<file path="config.mk">
export PLATFORM = sky130hd
export DESIGN_NAME = quiz_responder_n
export DESIGN_NICKNAME = d
export VERILOG_FILES = /design/src/rtl/quiz_responder_n_pkg.sv /design/src/rtl/quiz_responder_n_prio_enc.sv /design/src/rtl/quiz_responder_n.sv
export SDC_FILE = /design/constraint.sdc
export NUM_CORES = 1
export LEC_CHECK = 0
export BUFFER_PORTS_ARGS = -buffer_cell sky130_fd_sc_hd__buf_2
export CORE_UTILIZATION = 55
export DETAILED_ROUTE_END_ITERATION = 16
export GPL_ROUTABILITY_DRIVEN = 0
export PLACE_DENSITY = 0.81
export SLEW_MARGIN = 20
export SYNTH_ARGS = -nofsm -noshare
export SYNTH_HDL_FRONTEND = slang
export SYNTH_SLANG_ARGS = --single-unit
</file>
<file path="constraint.sdc">
create_clock -name clk -period 3.75 [get_ports clk]
set_clock_uncertainty 0.2 [all_clocks]
set_input_delay 0.1875 -clock clk [delete_from_list [all_inputs] [get_ports clk]]
set_output_delay 0.1875 -clock clk [all_outputs]
set_load 0.01 [all_outputs]
</file>
<file path="src/rtl/quiz_responder_n_pkg.sv">
// rtl/quiz_responder_n_pkg.sv - shared states, widths and score saturation helpers
package quiz_responder_n_pkg;

  typedef enum logic [1:0] {
    ST_IDLE   = 2'd0,
    ST_ARMED  = 2'd1,
    ST_LOCKED = 2'd2,
    ST_OVER   = 2'd3
  } state_t;

  localparam int COUNT_W = 8;

  // Increment clamped at max_v
  function automatic int sat_inc(input int v, input int max_v);
    return (v >= max_v) ? max_v : v + 1;
  endfunction

  // Decrement clamped at zero
  function automatic int sat_dec(input int v);
    return (v <= 0) ? 0 : v - 1;
  endfunction

endpackage

</file>
<file path="src/rtl/quiz_responder_n_prio_enc.sv">
// rtl/quiz_responder_n_prio_enc.sv - lowest-index-wins priority encoder
module prio_enc_n #(
  parameter int N   = 8,
  parameter int IDW = $clog2(N)
) (
  input  logic [N-1:0]   req,
  output logic           valid,
  output logic [IDW-1:0] id
);

  // Scan from the top down so the lowest set index is the last one written
  always_comb begin
    valid = |req;
    id    = '0;
    for (int i = N - 1; i >= 0; i--) begin
      if (req[i]) id = IDW'(i);
    end
  end

endmodule

</file>
<file path="src/rtl/quiz_responder_n.sv">
// rtl/quiz_responder_n.sv - N-player quiz responder: arming, lock-out, scoring, fouls, timeouts
module quiz_responder_n
  import quiz_responder_n_pkg::*;
#(
  parameter int N_PLAYERS  = 8,
  parameter int SCORE_W    = 4,
  parameter int INIT_SCORE = 5,
  parameter int WIN_SCORE  = 9,
  parameter int TICKS_SEC  = 1000,
  parameter int RESP_SEC   = 10,
  parameter int ANS_SEC    = 20,
  parameter int BEEP_CYC   = 200,
  parameter int FOUL_EN    = 1,
  parameter int IDW        = $clog2(N_PLAYERS)
) (
  input  logic                         clk,
  input  logic                         rst,
  input  logic [N_PLAYERS-1:0]         press,
  input  logic                         host_start,
  input  logic                         judge_ok,
  input  logic                         judge_bad,
  output logic                         lock_valid,
  output logic [IDW-1:0]               lock_id,
  output logic [N_PLAYERS-1:0]         lock_onehot,
  output logic [N_PLAYERS*SCORE_W-1:0] scores,
  output logic [COUNT_W-1:0]           countdown,
  output logic [N_PLAYERS-1:0]         foul,
  output logic                         winner_valid,
  output logic [IDW-1:0]               winner_id,
  output logic                         sound,
  output logic [1:0]                   state
);

  localparam int SMAX = (1 << SCORE_W) - 1;
  localparam int PW   = (TICKS_SEC > 1) ? $clog2(TICKS_SEC) : 1;
  localparam int BW   = $clog2(BEEP_CYC + 1);

  state_t               state_q, state_d;
  logic [N_PLAYERS-1:0] press_q;
  logic                 start_q, ok_q, bad_q;
  logic [SCORE_W-1:0]   score_q [N_PLAYERS];
  logic [SCORE_W-1:0]   score_d [N_PLAYERS];
  logic [N_PLAYERS-1:0] foul_q, foul_d;
  logic [IDW-1:0]       lock_id_q, lock_id_d;
  logic [IDW-1:0]       winner_id_q, winner_id_d;
  logic [PW-1:0]        presc_q, presc_d;
  logic [COUNT_W-1:0]   cnt_q, cnt_d;
  logic [BW-1:0]        beep_q, beep_d;
  logic                 beep_ev;
  logic                 tick, expire, win_hit;
  logic [SCORE_W-1:0]   upd;

  logic [N_PLAYERS-1:0] press_edge;
  logic                 start_edge, ok_edge, bad_edge;
  logic                 pe_valid;
  logic [IDW-1:0]       pe_id;

  assign press_edge = press & ~press_q;
  assign start_edge = host_start & ~start_q;
  assign ok_edge    = judge_ok & ~ok_q & ~(judge_bad & ~bad_q);
  assign bad_edge   = judge_bad & ~bad_q & ~(judge_ok & ~ok_q);

  prio_enc_n #(.N(N_PLAYERS), .IDW(IDW)) u_lock (
    .req   (press_edge),
    .valid (pe_valid),
    .id    (pe_id)
  );

  // Next-state, countdown and scoring decisions
  always_comb begin
    state_d     = state_q;
    score_d     = score_q;
    foul_d      = foul_q;
    lock_id_d   = lock_id_q;
    winner_id_d = winner_id_q;
    presc_d     = presc_q;
    cnt_d       = cnt_q;
    beep_ev     = 1'b0;
    win_hit     = 1'b0;
    upd         = '0;
    tick        = (presc_q == PW'(TICKS_SEC - 1));
    expire      = tick && (cnt_q == COUNT_W'(1));

    if (state_q == ST_ARMED || state_q == ST_LOCKED) begin
      if (tick) begin
        presc_d = '0;
        cnt_d   = cnt_q - COUNT_W'(1);
      end else begin
        presc_d = presc_q + PW'(1);
      end
    end

    case (state_q)
      ST_IDLE: begin
        if (start_edge) begin
          state_d = ST_ARMED;
          cnt_d   = COUNT_W'(RESP_SEC);
          presc_d = '0;
          foul_d  = '0;
        end else if (FOUL_EN != 0) begin
          for (int k = 0; k < N_PLAYERS; k++) begin
            if (press_edge[k]) begin
              upd        = SCORE_W'(sat_dec(int'(score_q[k])));
              score_d[k] = upd;
              foul_d[k]  = 1'b1;
              beep_ev    = 1'b1;
              if (!win_hit && int'(upd) == WIN_SCORE) begin
                win_hit     = 1'b1;
                winner_id_d = IDW'(k);
              end
            end
          end
          if (win_hit) state_d = ST_OVER;
        end
      end
      ST_ARMED: begin
        if (pe_valid) begin
          state_d   = ST_LOCKED;
          lock_id_d = pe_id;
          cnt_d     = COUNT_W'(ANS_SEC);
          presc_d   = '0;
          beep_ev   = 1'b1;
        end else if (expire) begin
          state_d = ST_IDLE;
          cnt_d   = '0;
          presc_d = '0;
          beep_ev = 1'b1;
        end
      end
      ST_LOCKED: begin
        if (ok_edge || bad_edge || expire) begin
          if (ok_edge) upd = SCORE_W'(sat_inc(int'(score_q[lock_id_q]), SMAX));
          else         upd = SCORE_W'(sat_dec(int'(score_q[lock_id_q])));
          score_d[lock_id_q] = upd;
          cnt_d              = '0;
          presc_d            = '0;
          lock_id_d          = '0;
          if (int'(upd) == WIN_SCORE) begin
            state_d     = ST_OVER;
            winner_id_d = lock_id_q;
            beep_ev     = 1'b1;
          end else begin
            state_d = ST_IDLE;
          end
        end
      end
      default: begin
        cnt_d   = '0;
        presc_d = '0;
      end
    endcase
  end

  // Buzzer length counter, restarted by every new beep event
  always_comb begin
    beep_d = beep_q;
    if (beep_ev)              beep_d = BW'(BEEP_CYC);
    else if (beep_q != '0)    beep_d = beep_q - BW'(1);
  end

  // State and input-history registers with synchronous active-low reset
  always_ff @(posedge clk) begin
    if (!rst) begin
      state_q     <= ST_IDLE;
      press_q     <= '0;
      start_q     <= 1'b0;
      ok_q        <= 1'b0;
      bad_q       <= 1'b0;
      foul_q      <= '0;
      lock_id_q   <= '0;
      winner_id_q <= '0;
      presc_q     <= '0;
      cnt_q       <= '0;
      beep_q      <= '0;
      for (int k = 0; k < N_PLAYERS; k++) score_q[k] <= SCORE_W'(INIT_SCORE);
    end else begin
      state_q     <= state_d;
      press_q     <= press;
      start_q     <= host_start;
      ok_q        <= judge_ok;
      bad_q       <= judge_bad;
      foul_q      <= foul_d;
      lock_id_q   <= lock_id_d;
      winner_id_q <= winner_id_d;
      presc_q     <= presc_d;
      cnt_q       <= cnt_d;
      beep_q      <= beep_d;
      score_q     <= score_d;
    end
  end

  for (genvar g = 0; g < N_PLAYERS; g++) begin : g_scores
    assign scores[g*SCORE_W +: SCORE_W] = score_q[g];
  end

  assign state        = state_q;
  assign lock_valid   = (state_q == ST_LOCKED);
  assign lock_id      = lock_id_q;
  assign lock_onehot  = lock_valid ? (N_PLAYERS'(1) << lock_id_q) : '0;
  assign countdown    = cnt_q;
  assign foul         = foul_q;
  assign winner_valid = (state_q == ST_OVER);
  assign winner_id    = winner_id_q;
  assign sound        = (beep_q != '0);

endmodule

</file>
* Word-level counts from Yosys, hierarchy flattened
Cells that the tools add are included.
** Word-level totals
- Word-level logic and storage cells :: 293
- Output and inout bits :: 67
- Flip-flop bits (word level) :: 85
- Input bits :: 13
** Cells by class
- $add $sub $neg :: 13
- Reduce and logical (&&, ||, !) cells :: 54
- $lt $le $gt $ge :: 12
- Eq/ne operators :: 28
- Muxes and demuxes :: 144
- Bitwise operators :: 14
- Shift operators :: 1
** Operators by type and width (number)
- $mux 3 :: 33
- $mux 4 :: 24
- $mux 8 :: 10
- $mux 32 :: 2
- $pmux 32 s2 :: 1
- $mux 10 :: 6
- $mux 1 :: 53
- $reduce_and 4->1 :: 10
- $eq 4x4->1 const B :: 9
- $le 4x1->1 const B :: 9
- $sub 4x1->4 const B :: 9
- $bwmux 32 :: 1
- $pmux 10 s3 :: 1
- $pmux 8 s3 :: 1
- $reduce_bool 2->1 :: 11
- $ne 2x2->1 const B :: 10
- $reduce_and 2->1 :: 8
- $sub 8x1->8 const B :: 2
- $bmux 4 s3 :: 1
- $demux 4 s3 :: 1
- $mux 2 :: 6
- $pmux 3 s2 :: 2
- $add 10x1->10 const B :: 1
- $eq 10x10->1 const B :: 1
- other kinds (26) :: 54

* Depth between registers and ports, before layout
Gate-level depths: netlist of run 1.
- Depth after elaboration :: 52
- Mapped depth :: 14
- Gate-level depth less buffers :: 11

* By module
Synthesis of run 1 repeated with hierarchy kept, for this count alone.
** Unflattened totals
- Cells, all modules :: 631
- Area total of the unflattened synthesis :: 5116.2 um^2
** By module, submodules not included
- quiz_responder_n :: seq. area each 1701.6 um^2, cells each 618, times used 1, area an instance 5034.8 um^2
- prio_enc_n :: seq. area each 0.0 um^2, cells each 13, times used 1, area an instance 81.3 um^2

* Least setup slack after synthesis of run 1
OpenSTA, ideal clock, no wires.
- Kind :: register to register
- From :: register lock_id_q[0], in the netlist lock_id[0]
- To :: register state_q[1], in the netlist state[1]
- Setup time :: 103 ps
- Period minus slack after synthesis :: 3053 ps
- Cell stages (with the launch flop) :: 11
- Buffers on the path :: 1
- Arrival :: 2750 ps
- Setup slack :: 697 ps
- Required time :: 3447 ps
- Path through :: dfxtp_1 -> buf_6 -> mux4_2 -> a21oi_4 -> ha_1 -> nand2_1 -> nor4_1 -> o21a_1 -> o211a_1 -> nand3_2 -> a2111oi_2
** On the way
- Cells in the longest elaborated chain, start to end :: 13
- Elaborated cells on any way between the ends :: 17
- Those cells by class :: 2 x add/sub; 2 x order compare; 1 x eq/ne; 11 x mux; 1 x bitwise
** Ends and longest elaborated chain
- start: declaration :: line quiz_responder_n.sv:44 : logic [IDW-1:0] lock_id_q, lock_id_d;
- start signal: assignment :: line quiz_responder_n.sv:183 : lock_id_q <= lock_id_d;
- $not 3->4 (not written as such) (*) :: line quiz_responder_n.sv:132, quiz_responder_n.sv:133
- $bmux 4 s3 (*) :: line quiz_responder_n.sv:132, quiz_responder_n.sv:133
- $mux 4 (not written as such) (*) (2 in series) :: line quiz_responder_n.sv:132, quiz_responder_n.sv:133
- $sub 4x1->4 (tied with other cells) :: line quiz_responder_n_pkg.sv:20 : return (v <= 0) ? 0 : v - 1;
- $mux 4 (on tied branches) :: line quiz_responder_n_pkg.sv:20, quiz_responder_n_pkg.sv:15
- $mux 4 (*) :: line quiz_responder_n.sv:132 : if (ok_edge) upd = SCORE_W'(sat_inc(int'(score_q[lock_id_q]), SMAX));
- $mux 4 (*) :: line quiz_responder_n.sv:131 : if (ok_edge || bad_edge || expire) begin
- $mux 4 (*) :: line quiz_responder_n.sv:93 : case (state_q)
- $eq 4x4->1 (*) :: line quiz_responder_n.sv:138 : if (int'(upd) == WIN_SCORE) begin
- $mux 2 (*) :: line quiz_responder_n.sv:138
- $mux 2 (*) :: line quiz_responder_n.sv:131
- $pmux 2 s3 (*) :: line quiz_responder_n.sv:93
- end signal: assignment :: line quiz_responder_n.sv:177 : state_q <= state_d;
- end: declaration :: line quiz_responder_n.sv:38 : state_t state_q, state_d;
Mark *: on every way between the ends. The rest lies on a longest branch, timed or not. The select of a mux whose other input is x is not followed.
A chain may end at the register's enable or synchronous reset.

* Worst setup path after layout of run 1
- From :: register lock_id_q[0], in the netlist lock_id[0]
- To :: register score_q, in the netlist scores[31]
** On the way
- Cells in the longest elaborated chain, start to end :: 12
- Elaborated cells on any way between the ends :: 21
- Those cells by class :: 2 x add/sub; 4 x order compare; 13 x mux; 1 x bitwise; 1 x reduce/logical
** Ends and longest elaborated chain
- $not 3->4 (not written as such) (*) :: line quiz_responder_n.sv:132, quiz_responder_n.sv:133, quiz_responder_n.sv:134
- $bmux 4 s3 :: line quiz_responder_n.sv:132, quiz_responder_n.sv:133
- $mux 4 (not written as such) (2 in series) :: line quiz_responder_n.sv:132, quiz_responder_n.sv:133
- $sub 4x1->4 (tied with other cells) :: line quiz_responder_n_pkg.sv:20
- $mux 4 (on tied branches) :: line quiz_responder_n_pkg.sv:20, quiz_responder_n_pkg.sv:15
- $mux 4 :: line quiz_responder_n.sv:132
- $mux 4 :: line quiz_responder_n.sv:131
- $mux 4 :: line quiz_responder_n.sv:93
- $bwmux 32 (*) :: line quiz_responder_n.sv:134 : score_d[lock_id_q] = upd;
- $mux 32 (*) :: line quiz_responder_n.sv:131
- $pmux 32 s2 (*) :: line quiz_responder_n.sv:93
- end signal: assignment :: line quiz_responder_n.sv:188 : score_q <= score_d;
- end: declaration :: line quiz_responder_n.sv:41 : logic [SCORE_W-1:0] score_q [N_PLAYERS];
Marks and branches as above.

==> results of run 1 <==
## worst max-delay path: stages, from the launching register on
cell	delay, ns
dfxtp_1	0.50
buf_4	0.27
mux4_2	0.31
nor2b_1	0.15
a21oi_2	0.25
inv_1	0.16
ha_1	0.31
inv_1	0.12
o311ai_0	0.12
nor4_1	0.43
a211oi_2	0.08
buf_4	0.19
a32oi_1	0.19
nor2_1	0.05
## Yosys cell counts, types with 4 or more instances
cell	number
a211o_1	4
a211oi_1	8
a21oi_1	65
a311oi_1	5
a31oi_1	5
and2_1	16
and3_1	7
clkbuf_1	17
dfxtp_1	85
ha_1	11
inv_1	15
mux2i_1	7
nand2_1	58
nand2b_1	14
nand3_1	21
nand4_1	6
nor2_1	66
nor2b_1	17
nor3_1	39
nor4_1	8
nor4bb_1	7
o2111ai_1	4
o211ai_1	10
o21a_1	5
o21ai_0	45
o21ai_1	8
or3_1	4
xnor2_1	12
xor2_1	8
## layout make-up
class                   count  area, um^2
clock buffers              10         128
clock inverters             6        46.3
repair buffers            102         596
flip-flops and latches     85        1700
inverters                  18        67.6
fillers                   774        3210
well taps                 129         161
multi-input cells         527        3330
## cell usage in the layout, fill, tap and decap left out, types with 6 or more instances in the layout
master	count
dfxtp_1	85
o211ai_1	10
xor2_1	8
a21oi_1	65
dlygate4sd3_1	11
inv_1	15
o21ai_0	45
and3_1	7
ha_1	10
nor2b_1	17
xnor2_1	12
nor3_1	39
a211oi_1	8
nor4bb_1	7
and2_1	16
nor4_1	8
nand3_1	21
nand2b_1	14
buf_2	79
nand4_1	6
nor2_1	66
nand2_1	58
clkbuf_8	9
buf_4	12
mux2i_1	7
o21ai_1	8
## sequential cells by signal, indices dropped and copies added (netlist names)
register,flops
lock_id,3
bad_q,1
countdown,8
beep_q,8
state,2
scores,32
presc_q,10
foul,8
start_q,1
winner_id,3
ok_q,1
press_q,8
## where the power goes
part / internal (mW) / switching, mW / leakage [nW] / total, mW
Clock: 0.246 / 0.362 / 0.0833 / 0.608
Sequential: 1.10 / 0.334 / 0.697 / 1.43
Combinational: 0.929 / 1.49 / 1.57 / 2.42
Total: 2.27 / 2.19 / 2.35 / 4.46
## cells by family after synthesis
family / count (synthesis)
fa+ha+maj: 11
buf+inv: 46
simple gates: 289
compound gates: 195
flops: 85
mux: 12
xor+xnor: 20
## per-stage QoR
step / hold WS (ns) / setup slack (ns) / util / cells
3_3_place_gp: 0.207 / 0.507 / 0.622 / 850
4_1_cts: 0.147 / 0.348 / 0.652 / 877
3_5_place_dp: 0.213 / 0.364 / 0.622 / 850
5_1_grt: 0.178 / 0.0790 / 0.652 / 877
2_1_floorplan: 0.109 / 0.697 / - / 658
6_report: 0.166 / 0.302 / 0.652 / 877
## final timing paths
kind | endpoint | depth (start not counted)
max | scores[31] | 13
min | scores[6] | 3
max reg2reg | scores[31] | 13
min reg2reg | foul[4] | 2
## what timing repair did
item                                    4_1_cts  5_1_grt
endpoints found under the hold margin        11        0
endpoints found under the setup margin        0        0
hold buffers                                 11        0
setup buffers                                 0        0
## layer usage
layer,GRT usage,up-vias,share of wire
met5,0,-,0
met4,0.140,0,0.034
met3,0.0639,53,0.11
met2,0.494,335,0.45
met1,0.418,2561,0.41
li1,-,2598,-
==> flow_metrics.env, run 1 <==
export IMPL_firstDrtPassIters=8
export IMPL_start_kind="flip-flop"
export IMPL_ys_ff_latch=85
export IMPL_portBuffers=79
export IMPL_cts_root_buf="clkbuf_8"
export IMPL_tightestPinTransition_ns=1.03
export IMPL_synth_top_cell_by_area="dfxtp_1"
export IMPL_cp_data_required_time_ns=3.80
export IMPL_die_height_um=99.7
export IMPL_setup_viol=0
export IMPL_wirelength_mm=15.4
export IMPL_syn_area_um2=5250
export IMPL_fin_nets=767
export IMPL_antenna_left=0
export IMPL_dpl_hpwl_mm=11.0
export IMPL_p_leak_nw=2.35
export IMPL_power_density_nw_per_um2=740
export IMPL_clock_latency_ns=0.38
export IMPL_grt_pass1_vias=5071
export IMPL_cts_tree="done"
export IMPL_stdcell_area_um2=6030
export IMPL_post_route_period_util=0.919
export IMPL_synth_top_area_share=0.324
export IMPL_fp_coreArea_um2=9240
export IMPL_synth_async_reset_ratio=0
export IMPL_cts_path_max_buffers=2
export IMPL_critical_path_class="reg -> reg"
export IMPL_cap_violations=0
export IMPL_placed_cell_area_um2=5740
export IMPL_tns_ns=0
export IMPL_slew_viol_final=0
export IMPL_cts_resized=0
export IMPL_yosysUniqueCellTypes=79
export IMPL_holdCritPathClass="in -> reg"
export IMPL_rrSetupSlack_ns=0.30
export IMPL_groute_usage_overall=0.315
export IMPL_syn_nets=682
export IMPL_fmax_ghz=0.290
export IMPL_netlist_instances=658
export IMPL_critPathLaunch="lock_id[0]"
export IMPL_viasPerCell=6.32
export IMPL_min_from="rst"
export IMPL_finalPower_mw=4.46
export IMPL_vdd_drop_max_v=0.000338
export IMPL_synth_ff_type="dfxtp_1"
export IMPL_diodes=0
export IMPL_synthTopCellsByArea="dfxtp_1 32%, a21oi_1 6.2%, nor2_1 4.7%, o21ai_0 4.3%, nand2_1 4.1%"
export IMPL_grt_pass1_wl_mm=24.8
export IMPL_crit_arrival_ns=3.50
export IMPL_hold_viol=0
export IMPL_synth_compound_area_share=0.248
export IMPL_drc=0
export IMPL_areaGrowthSynthToFinish_pct=14.8
export IMPL_dieWidth_um=99.7
export IMPL_htree_levels=3
export IMPL_cts_sinks=85
export IMPL_die_area_um2=9940
export IMPL_rows=35
export IMPL_design_portCount=80
export IMPL_relSlewSlack=0.312
export IMPL_synth_edf_count=0
export IMPL_yosysWarnings=0
export IMPL_synth_top_family_by_area="simple AND/OR/NAND/NOR gates"
export IMPL_ys_seq_area_frac=0.324
export IMPL_synth_xor_area_frac=0.0334
export IMPL_end_kind="flip-flop"
export IMPL_overflow=0
export IMPL_wire_per_inst_um=17.5
export IMPL_synthMuxAreaShare=0.0334
export IMPL_antenna_found_initial=0
export IMPL_finalCriticalPeriod_ns=3.45
export IMPL_rsz0062_at_grt="no"
export IMPL_layout_drive_gt1_share=0.182
export IMPL_synth_simple_area_share=0.292
export IMPL_num_vias=5547
export IMPL_crit_fanout=17
export IMPL_r2r_start="lock_id[0]"
export IMPL_path_clk_slew_ns=0.10
export IMPL_drtIter0Drc=594
export IMPL_initial_core_util=0.568
export IMPL_synthAdderAreaFrac=0.0262
export IMPL_status="finished, final reports clean"
export IMPL_grt_max_degree=54
export IMPL_cts_buffers=9
export IMPL_synth_avg_cell_area_um2=7.98
Power figures use the tool's default switching activity.
==> run 2, diff against run 1 <==
Settings changed: ABC_AREA from default to 1, PLACE_DENSITY 0.81 to 0.8.
==> run 2 against run 1 <==
Net effect: critical path depth increased by 4; highest routed layer unchanged; largest cell class unchanged; global-route usage decreased by 0.65 points; clock power increased by 19%.
==> flow_metrics.env, run 2 <==
export IMPL_status="finished, final reports clean"
export IMPL_min_from="rst"
export IMPL_start_kind="flip-flop"
export IMPL_largest_reg_flops=32
export IMPL_reg2reg_depth=17
export IMPL_antenna_left=0
export IMPL_die_area_um2=10100
export IMPL_areaGrowthSynthToFinish_pct=15.1
export IMPL_end_kind="flip-flop"
export IMPL_critical_path_class="reg -> reg"
export IMPL_yosys_top_cells_count="217 x nand2_1, 122 x inv_1, 88 x nor2_1"
export IMPL_synth_avg_cell_area_um2=6.35
export IMPL_slew_viol_final=0
export IMPL_groute_usage_overall=0.309
export IMPL_crit_fanout=14
export IMPL_cts_tree="done"
export IMPL_diodes=0
export IMPL_synth_most_common_cell="nand2_1"
export IMPL_viasPerCell=5.47
export IMPL_finalCriticalPeriod_ns=2.98
export IMPL_post_route_period_util=0.795
export IMPL_grt_max_degree=35
export IMPL_dp_slack_ns=0.886
export IMPL_tightestPinTransition_ns=0.732
export IMPL_wirelength_mm=15.1
export IMPL_syn_nets=868
export IMPL_finalWorstSetupSlack_ns=0.768
export IMPL_synthTopCellsByArea="dfxtp_1 32%, nand2_1 15%, inv_1 8.5%, nor2_1 6.2%, o21ai_0 6.2%"
export IMPL_dp_cells=1040
export IMPL_power_density_nw_per_um2=774
export IMPL_setup_viol=0
export IMPL_synth_top_cell_by_area="dfxtp_1"
export IMPL_hold_viol=0
export IMPL_grt_pass1_vias=5276
export IMPL_min_to="bad_q"
export IMPL_antenna_found_initial=0
export IMPL_r2r_start="lock_id[0]"
export IMPL_cts_resized=0
export IMPL_dieWidth_um=101
export IMPL_initial_core_util=0.574
export IMPL_rrSetupSlack_ns=0.77
export IMPL_synth_async_reset_ratio=0
export IMPL_wire_per_inst_um=14.1
export IMPL_post_cts_repair_setup_buffers=0
export IMPL_clock_latency_ns=0.37
export IMPL_syn_area_um2=5360
export IMPL_crit_arrival_ns=3.04
export IMPL_fp_coreArea_um2=9330
export IMPL_htree_levels=3
export IMPL_ys_ff_latch=85
export IMPL_drtIter0Drc=617
export IMPL_portBuffers=79
export IMPL_mostFrequentLayoutCells="217 x nand2_1, 122 x inv_1, 88 x nor2_1"
export IMPL_holdCritPathClass="in -> reg"
export IMPL_layout_drive_gt1_share=0.166
export IMPL_cts_sinks=85
export IMPL_cts_root_buf="clkbuf_8"
export IMPL_num_vias=5840
export IMPL_relSlewSlack=0.507
export IMPL_dpl_hpwl_mm=11.1
export IMPL_finalPower_mw=4.77
export IMPL_synth_top_area_share=0.318
export IMPL_synth_edf_count=0
export IMPL_cap_violations=0
export IMPL_cp_cell_sequence="buf_4, nand2_1, nand2_1, nand2_1, nand3_1, nand2_1, inv_1, ha_1, nand3_4, nand2_1, nor2_2, nor2_2, nand2_1, nand2_2, nand2_2, a21oi_1, nor2_1"
export IMPL_yosysWarnings=0
export IMPL_p_leak_nw=3.06
export IMPL_r2r_end="winner_id[2]"
export IMPL_rows=35
export IMPL_grtUsageMet2=0.509
export IMPL_cp_slowest_stage_delay_ns=0.50
export IMPL_vdd_drop_max_v=0.000340
export IMPL_cp_data_required_time_ns=3.81
export IMPL_cts_path_max_buffers=2
export IMPL_design_portCount=80
export IMPL_grtUsageMet3=0.0492
export IMPL_grt_pass1_wl_mm=24.6
export IMPL_cts_buffers=9
export IMPL_drc=0
export IMPL_netlist_instances=844
export IMPL_grt_use_met1=0.395
export IMPL_path_clk_slew_ns=0.10
export IMPL_fin_cells=1067
export IMPL_ys_seq_area_frac=0.318
export IMPL_overflow=0
export IMPL_yosysUniqueCellTypes=40
export IMPL_synth_ff_type="dfxtp_1"
export IMPL_rsz0062_at_grt="no"
export IMPL_firstDrtPassIters=5
export IMPL_busiest_layer="met2"
export IMPL_slowest_stage="dfxtp_1"
export IMPL_final_common_cell="nand2_1"
export IMPL_cpMostUsedCell="nand2_1"
export IMPL_hold_path_depth=4
export IMPL_fin_nets=957
export IMPL_fmax_ghz=0.335
export IMPL_tns_ns=0
export IMPL_die_height_um=101
[run 2: changes by cell type after synthesis, moves of 16 or more]
cell	delta
inv_1	+107
o21ai_0	+21
nor3_1	-25
nand2_1	+159
and2_1	-16
nor2_1	+22
nand2_2	+18
nand3_1	+19
nor2b_1	-17
[run 2: metrics by stage]
stage | instance area (um^2) | hold WS [ns] | utilization
after global routing | 6170 | 0.141 | 0.661
after global placement | 5840 | 0.183 | 0.626
after detailed placement | 5840 | 0.188 | 0.626
after floorplan | 5360 | 0.0810 | -
final | 6170 | 0.131 | 0.661
after CTS | 6170 | 0.126 | 0.661
[run 2: report_power, final]
part	switching (mW)	leakage, nW	internal (mW)
registers	0.253	0.699	1.12
logic	1.80	2.25	0.884
clock network	0.384	0.111	0.341
total	2.43	3.06	2.34
[run 2: timing repair]
| item | in CTS | in global routing |
|---|---|---|
| endpoints found under the setup margin | 0 | 0 |
| hold buffers | 11 | 0 |
| hold endpoints to repair | 12 | 0 |
[run 2: final cells by class]
cell class              count  area (um^2)
fillers                   851         3160
multi-input cells         610         3050
flip-flops and latches     85         1700
repair buffers             96          551
inverters                 131          492
well taps                 129          161
clock buffers              10          138
clock inverters             6         78.8
[run 2: how the worst max path moves through the flow]
stage                           from            to  slack [ns]
after global routing      lock_id[1]  winner_id[2]        0.47
after global placement    lock_id[1]     beep_q[1]        0.98
after detailed placement  lock_id[1]     beep_q[1]        0.89
after floorplan           lock_id[0]     beep_q[1]        1.33
after CTS                 lock_id[0]     beep_q[1]        0.86
final                     lock_id[0]  winner_id[2]        0.77
[run 2: logic make-up after synthesis]
kind of cell             count (synthesis)  synth area share
AO/OA/AOI/OAI                          166             0.171
flip-flops                              85             0.318
buffers and inverters                  149             0.114
adder cells (fa/ha/maj)                 11            0.0257
AND/OR/NAND/NOR                        418             0.348
XOR/XNOR                                15            0.0245
[run 2: critical path: cells and delay by family (launching register included)]
family | cells | cell delay, ns
buffers and inverters | 2 | 0.37
and+or+nand+nor | 13 | 1.42
DFF | 1 | 0.50
adders and majority gates | 1 | 0.24
AOI/OAI and AO/OA | 1 | 0.14
[run 2: routing by layer]
layer | share of wire | vias up | routed length (um)
li1 | - | 2892 | -
met1 | 0.43 | 2608 | 6430
met2 | 0.45 | 291 | 6840
met3 | 0.085 | 49 | 1280
met4 | 0.034 | 0 | 506
met5 | 0 | - | 0
